--- config.mk ---
export PLATFORM = sky130hd
export DESIGN_NAME = mem_stage_ctrl
export DESIGN_NICKNAME = d
export VERILOG_FILES = /design/src/rtl/mem_stage_ctrl.sv
export SDC_FILE = /design/constraint.sdc
export NUM_CORES = 1
export LEC_CHECK = 0
export ABC_AREA = 1
export CAP_MARGIN = 40
export CORE_UTILIZATION = 39
export DETAILED_ROUTE_END_ITERATION = 10
export HOLD_SLACK_MARGIN = 0.02
export PLACE_DENSITY = 0.78
export SETUP_SLACK_MARGIN = 0.5
export SLEW_MARGIN = 20
export SYNTH_ARGS = -nofsm -noshare
export SYNTH_HDL_FRONTEND = slang
export SYNTH_SLANG_ARGS = --single-unit
--- constraint.sdc ---
create_clock -name clk -period 1.56 [get_ports clk]
set_clock_uncertainty 0.05 [all_clocks]
set_input_delay 0.156 -clock clk [delete_from_list [all_inputs] [get_ports clk]]
set_output_delay 0.156 -clock clk [all_outputs]
set_load 0.02 [all_outputs]
--- src/rtl/mem_stage_ctrl.sv ---
// Memory-stage controller: M field register, data-memory request/response FSM and M->W handshake.
// Optional build macro M_ADDR_CHECK_EN traps misaligned half/word accesses into ExcAdM.
module mem_stage_ctrl #(
  parameter int ADDR_W = 32,
  parameter int DATA_W = 32
) (
  input  logic              clk,
  input  logic              reset,
  input  logic              respon,
  input  logic              E_to_M_valid,
  output logic              M_allowin,
  input  logic              W_allowin,
  output logic              M_to_W_valid,
  input  logic              MemReadE,
  input  logic              MemWriteE,
  input  logic [1:0]        MemSizeE,
  input  logic [ADDR_W-1:0] ALUoutE,
  input  logic [DATA_W-1:0] WriteDataE,
  input  logic [31:0]       pcE,
  input  logic [4:0]        A3E,
  input  logic              RegWriteE,
  output logic              data_req,
  output logic              data_wr,
  output logic [1:0]        data_size,
  output logic [ADDR_W-1:0] data_addr,
  output logic [3:0]        data_wstrb,
  output logic [DATA_W-1:0] data_wdata,
  input  logic              data_addr_ok,
  input  logic              data_data_ok,
  input  logic [DATA_W-1:0] data_rdata,
  output logic [DATA_W-1:0] MemOutM,
  output logic [ADDR_W-1:0] ALUoutM,
  output logic [31:0]       pcM,
  output logic [4:0]        A3M,
  output logic              RegWriteM,
  output logic              ExcAdM
);

  typedef enum logic [2:0] {
    S_IDLE,
    S_REQ,
    S_WAIT,
    S_DONE,
    S_CANCEL
  } state_e;

  state_e            state_q,      state_d;
  logic              valid_q,      valid_d;
  logic              mem_read_q,   mem_read_d;
  logic              mem_write_q,  mem_write_d;
  logic [1:0]        mem_size_q,   mem_size_d;
  logic [ADDR_W-1:0] alu_out_q,    alu_out_d;
  logic [DATA_W-1:0] write_data_q, write_data_d;
  logic [31:0]       pc_q,         pc_d;
  logic [4:0]        a3_q,         a3_d;
  logic              reg_write_q,  reg_write_d;
  logic [DATA_W-1:0] mem_out_q,    mem_out_d;

  logic memop;
  logic ready_go;

  assign memop        = mem_read_q | mem_write_q;
  assign ready_go     = !memop || (state_q == S_DONE);
  // CANCEL still owes the bus one data_ok, so nothing new may enter until it drains.
  assign M_allowin    = (state_q != S_CANCEL) && (!valid_q || (ready_go && W_allowin));
  assign M_to_W_valid = valid_q && ready_go;

`ifdef M_ADDR_CHECK_EN
  logic exc_ad_q, exc_ad_d;
  logic misalign_e;

  assign misalign_e = (MemSizeE == 2'd1 && ALUoutE[0]) ||
                      (MemSizeE == 2'd2 && ALUoutE[1:0] != 2'b00);
  assign ExcAdM     = exc_ad_q;
`else
  assign ExcAdM     = 1'b0;
`endif

  always_comb begin
    // NOTE: every next-state signal takes its hold value first so no path leaves it unassigned (no latches).
    state_d      = state_q;
    valid_d      = valid_q;
    mem_read_d   = mem_read_q;
    mem_write_d  = mem_write_q;
    mem_size_d   = mem_size_q;
    alu_out_d    = alu_out_q;
    write_data_d = write_data_q;
    pc_d         = pc_q;
    a3_d         = a3_q;
    reg_write_d  = reg_write_q;
    mem_out_d    = mem_out_q;
`ifdef M_ADDR_CHECK_EN
    exc_ad_d     = exc_ad_q;
`endif

    unique case (state_q)
      S_REQ:    if (data_addr_ok) state_d = S_WAIT;
      S_WAIT: begin
        if (data_data_ok) begin
          state_d = S_DONE;
          if (mem_read_q) mem_out_d = data_rdata;
        end
      end
      S_CANCEL: if (data_data_ok) state_d = S_IDLE;
      default:  ;
    endcase

    if (respon) begin
      valid_d   = 1'b0;
      mem_out_d = mem_out_q;
      unique case (state_q)
        S_REQ:    state_d = data_addr_ok ? S_CANCEL : S_IDLE;
        S_WAIT:   state_d = data_data_ok ? S_IDLE : S_CANCEL;
        S_CANCEL: ;
        default:  state_d = S_IDLE;
      endcase
    end else if (M_allowin) begin
      valid_d = E_to_M_valid;
      state_d = S_IDLE;
      if (E_to_M_valid) begin
        mem_read_d   = MemReadE;
        mem_write_d  = MemWriteE;
        mem_size_d   = MemSizeE;
        alu_out_d    = ALUoutE;
        write_data_d = WriteDataE;
        pc_d         = pcE;
        a3_d         = A3E;
        reg_write_d  = RegWriteE;
        if (MemReadE || MemWriteE) state_d = S_REQ;
`ifdef M_ADDR_CHECK_EN
        exc_ad_d = (MemReadE || MemWriteE) && misalign_e;
        if (exc_ad_d) state_d = S_DONE;
`endif
      end
    end
  end

  always_ff @(posedge clk) begin
    if (reset) begin
      state_q      <= S_IDLE;
      valid_q      <= 1'b0;
      mem_read_q   <= 1'b0;
      mem_write_q  <= 1'b0;
      mem_size_q   <= 2'd0;
      alu_out_q    <= '0;
      write_data_q <= '0;
      pc_q         <= '0;
      a3_q         <= '0;
      reg_write_q  <= 1'b0;
      mem_out_q    <= '0;
`ifdef M_ADDR_CHECK_EN
      exc_ad_q     <= 1'b0;
`endif
    end else begin
      // NOTE: non-blocking assignments so every register samples pre-edge values.
      state_q      <= state_d;
      valid_q      <= valid_d;
      mem_read_q   <= mem_read_d;
      mem_write_q  <= mem_write_d;
      mem_size_q   <= mem_size_d;
      alu_out_q    <= alu_out_d;
      write_data_q <= write_data_d;
      pc_q         <= pc_d;
      a3_q         <= a3_d;
      reg_write_q  <= reg_write_d;
      mem_out_q    <= mem_out_d;
`ifdef M_ADDR_CHECK_EN
      exc_ad_q     <= exc_ad_d;
`endif
    end
  end

  assign data_req  = (state_q == S_REQ);
  assign data_wr   = mem_write_q;
  assign data_size = mem_size_q;
  assign data_addr = alu_out_q;

  // Sub-word stores replicate the data across lanes; strobes pick the target bytes.
  always_comb begin
    data_wdata = write_data_q;
    data_wstrb = 4'b1111;
    unique case (mem_size_q)
      2'd0: begin
        data_wdata = {4{write_data_q[7:0]}};
        data_wstrb = 4'b0001 << alu_out_q[1:0];
      end
      2'd1: begin
        data_wdata = {2{write_data_q[15:0]}};
        data_wstrb = alu_out_q[1] ? 4'b1100 : 4'b0011;
      end
      default: ;
    endcase
    if (!mem_write_q) data_wstrb = 4'b0000;
  end

  assign MemOutM   = mem_out_q;
  assign ALUoutM   = alu_out_q;
  assign pcM       = pc_q;
  assign A3M       = a3_q;
  assign RegWriteM = reg_write_q;

endmodule
Word level (Yosys, flattened, before mapping)
Index checks and enable logic that the tools add are counted.
W data, S select, Z words.
- mux-type cells: 15
- bitwise logic cells: 2
- shifts and indexed selects: 1
- reduce and logical (&&, ||, !) cells: 12
- eq/ne operators: 6
- operators with widths (cell ; number):
    $pmux W32 S2 ; 1
    $mux W3 ; 7
    $pmux W3 S3 ; 2
    $mux W4 ; 2
    $pmux W4 S2 ; 1
    $eq A3 B2 Y1 const B ; 2
    $reduce_and A4 Y1 ; 1
    $shl A1 B2 Y4 const A ; 1
    $eq A3 B1 Y1 const B ; 1
    $eq A3 B3 Y1 const B ; 1
    $logic_and A1 B1 Y1 ; 3
    $logic_or A1 B1 Y1 ; 3
    $ne A3 B3 Y1 const B ; 1
    $reduce_and A3 Y1 ; 1
    $eq A2 B1 Y1 const B ; 1
    $logic_not A1 Y1 ; 2
    $logic_not A2 Y1 ; 1
    $mux W1 ; 2
    $reduce_or A2 Y1 ; 1
    $not A1 Y1 ; 1
    $or A1 B1 Y1 ; 1
- output and inout port bits: 177
- input bits: 145
- bits in registers: 142

Logic depth before layout (Yosys ltp)
- depth after elaboration: 8
- mapped depth: 11
- mapped depth without buffers: 9

Worst setup path before layout
No wires, ideal clock.
- path type: flip-flop to output port
- from: register mem_size_q[1], in the netlist data_size[1]
- to: output data_wdata[10]
- data required time: 1.354 ns
- arrival: 1.495 ns
- cell stages (with the launch flop): 5
- slack: -0.141 ns
- buffers on the path: 2
- path through: dfxtp_1 > clkbuf_1 > nor2_1 > clkbuf_1 > o21ai_0
- cells in the longest elaborated chain, start to end: 2
- elaborated cells on any way between the ends: 3
- those cells by class: 1 x eq/ne; 1 x mux; 1 x reduce/logical
- RTL lines (element ; RTL line ; RTL):
    start, declared ; 51 ; logic [1:0] mem_size_q, mem_size_d;
    start signal, assigned ; 160 ; mem_size_q <= mem_size_d;
    $eq A2 B1 Y1 or $logic_not A2 Y1 (tied branches) ; 182 ; unique case (mem_size_q)
    $pmux W32 S2 (*) ; 182 ;
    end, declared ; 27 ; output logic [DATA_W-1:0] data_wdata,
Every way passes the cells marked *; elsewhere a longest branch is shown, timed or not.

Worst setup path after layout
- from: register mem_write_q, in the netlist data_wr
- to: register mem_size_q[1], in the netlist data_size[1]
- cells in the longest elaborated chain, start to end: 7
- RTL lines (element ; RTL line ; RTL):
    start, declared ; 50 ; logic mem_write_q, mem_write_d;
    start signal, assigned ; 159 ; mem_write_q <= mem_write_d;
    $or A1 B1 Y1 ; 62 ; assign memop = mem_read_q | mem_write_q;
    $logic_not A1 Y1 ; 63 ; assign ready_go = !memop || (state_q == S_DONE);
    $logic_or A1 B1 Y1 ; 63 ;
    $logic_and A1 B1 Y1 ; 65 ; assign M_allowin = (state_q != S_CANCEL) && (!valid_q || (ready_go && W_allowin));
    $logic_or A1 B1 Y1 ; 65 ;
    $logic_and A1 B1 Y1 ; 65 ;
    $reduce_and A3 Y1 (no source line) ; -- ;
No other way between the ends.
A chain may end at the register's enable or synchronous reset.

==> summary.md <==
| Metric | Value |
|---|---|
| Status | finished with violations |
| Failing checks | negative setup slack |
| Min setup slack post-route | -0.2314 ns |
| Buffers and inverters on the worst path | 6 |
| IO Pins | 322 |
| Routed WL | 34.59 mm |
| Largest net degree at the start of global routing | 62 |
| Area delta synth->final | 100.8% |
| Vias in the first global route | 8053 |
| Clock-pin slew on the worst setup and hold paths | 0.07 ns |
| WHS Endpoint | MemOutM[13] |
| Crit path required time | 1.84 ns |
| HP Start | data_rdata[13] |
| Slew Viols, Final | 0 |
| Final GP Congestion | 0.8684 |
| Delay-heaviest family, CP | buffers and inverters |
| Core area | 18640 sq um |
| Mean post-synth cell area | 6.243 sq um |
| Register area share after synthesis | 38.42% |
| Finished Layout Cells | 1824 |
| Synthesized cell area | 7398 sq um |
| First-pass GRT wire length | 40.85 mm |
| VDD IR max | 0.0007530 V |
| Row cnt | 50 |
| Clock buffer depth | 2 |
| Clock sink count | 142 |
| Leakage Power | 7.278 nW |
| R2R Path Start | data_wr |
| Min cycle time layout | 1.791 ns |
| Nets | 1722 |
| Routed Antenna Nets | 0 |
| Syn Nets | 1330 |
| Critical path data arrival time | 2.08 ns |
| Final period util | 114.8% |
| Width of the die | 139.7 microns |
| IO Port Bufs | 320 |
| Most frequent cells in the layout | inv_1, buf_6, nand2_1 |
| Vias | 9263 |
| Die outline area | 19520 sq um |
| Initial DRC count | 562 |
| Most common cell after layout, fill and taps aside | inv_1 |
| Fmax | 0.5582 GHz |
| Startpoint Class | flop |
| DR pass1 iterations | 6 |
| Yosys reg bits | 142 |
| PD cells | 797.5 nW/um^2 |
| Crit-path max FO | 8 |
| RSZ-0062 raised after global routing | true |
| DP Cell Count | 1698 |
| Crit-path most repeated cell | buf_6 |
| Worst-skew pair later-pin latency | 0.42 ns |
| Hold crit path type | primary input to flop |
| Critical path's slowest cell | dfxtp_4 |
| Grt total ovfl | 0 |
| Setup WS pre-CTS | -0.2109 ns |
| Die span in y | 139.7 microns |
| Fin util | 79.70% |
| Final setup viols | 141 |
| Distinct cells, synth | 22 |
| YS warnings | 0 |
| Setup CP Type | flop to flop |
| Hold path depth | 3 |
| Starting Density | 39.68% |
| CTS tree | yes |
| GRT Total Usage | 26.73% |
| Reg2reg end | data_size[1] |
| Hpwl dp | 16.51 mm |
| Final hold vios | 0 |
| CTS buffer count | 17 |
| Drt via density | 5.078 |
| Crit path capture type | flop |
| Mapped Cells | 1185 |
| Htree depth | 4 |
| Critical path cell sequence | inv_2 > nand2_2 > nand2_2 > nand2_2 > nand2_4 > buf_6 > buf_6 > buf_12 > buf_6 > buf_6 > nand4_1 > nand2_1 > nor2_1 |
| Max_cap viols | 0 |
| Share of cells above drive strength 1 | 47.20% |
| Worst R2R Path Depth | 13 |
| CP max stage delay | 0.35 ns |
| Routed wire per std cell | 18.97 microns |
| Initial antenna violation count | 1 |
| Reg2Reg Setup Slack | -0.23 ns |
| Clk root buf | clkbuf_16 |
| Final setup TNS | -12.49 ns |
| DRC violations left | 0 |
-- logic make-up after synthesis --
kind of cell	Yosys count	synth area share, %
AO/OA/AOI/OAI	101	7.340
buffers and inverters	468	26.20
flip-flops	142	38.42
other	1	0.05069
AND/OR/NAND/NOR	473	27.99
-- Yosys cell counts (all sizes together) --
master	n	share of area [%]
a211oi	1	0.10
a21boi	2	0.20
a21oi	38	2.6
and3	1	0.085
buf	59	5.4
clkbuf	51	2.6
conb	1	0.051
dfxtp	142	38
inv	358	18
nand2	244	12
nand3	9	0.68
nand4	106	9.0
nor2	112	5.7
nor3	1	0.14
o21ai	52	3.5
o221ai	8	0.95
-- worst min-delay path, cell delays in order --
cell and delay [ns]:
clkdlybuf4s50_1 0.41, o21ai_2 0.12, a21oi_1 0.04
-- how the worst max path moves through the flow --
stage,start,endpoint,slack (ns),depth (start not counted)
2_1_floorplan,data_size[1],data_wstrb[0],0.21,5
3_3_place_gp,data_size[1],data_wstrb[3],-0.19,5
3_5_place_dp,data_size[1],data_wdata[27],-0.21,5
4_1_cts,data_size[1],data_wstrb[2],-0.15,6
5_1_grt,data_wr,data_size[1],-0.27,13
6_report,data_wr,data_size[1],-0.23,13
-- cell type report --
class	count	area [sq um]
Timing Repair Buffer	482	5777
Multi-Input combinational cell	576	3785
Fill cell	1101	3784
Sequential cell	142	3055
Inverter	358	1354
Clock buffer	19	432.9
Tap cell	234	292.8
Clock inverter	12	160.2
Antenna cell	1	2.502
-- repair_timing --
item / 4_1_cts / 5_1_grt
setup buffers: 29 / 31
endpoints found under the setup margin: 318 / 318
cloned: 13 / 21
hold buffers: 0 / 0
resized for setup: 1053 / 489
pin swaps: 38 / 127
-- layer usage --
layer	GRT usage [%]	wire length (microns)	vias to the layer above
li1	-	-	4276
met1	31.71	12310	4294
met2	46.03	17330	538
met3	5.609	3028	155
met4	12.49	1926	0
met5	0	0	-
-- state kept, by name, indices dropped and copies added, names as in the netlist --
name / count
pcM: 32
ALUoutM: 32
MemOutM: 32
mem_read_q: 1
state_q: 3
A3M: 5
data_wr: 1
RegWriteM: 1
valid_q: 1
write_data_q: 32
data_size: 2
-- power by group --
group / switching, mW / total, mW / internal, mW
clock: 1.69 / 4.22 / 2.53
sequential: 0.200 / 4.05 / 3.85
combinational: 1.80 / 3.59 / 1.79
-- per-stage QoR --
| step | total power [mW] | hold WS, ns | area [sq um] |
|---|---|---|---|
| after floorplan | 5.480 | 0.1677 | 7914 |
| after global placement | 6.595 | 0.3789 | 11370 |
| after detailed placement | 6.644 | 0.3850 | 11370 |
| after CTS | 11.16 | 0.2663 | 13130 |
| after global routing | 12.30 | 0.2947 | 14860 |
| final | 11.85 | 0.2905 | 14860 |
Note: power is estimated with default switching activity, not from simulation.
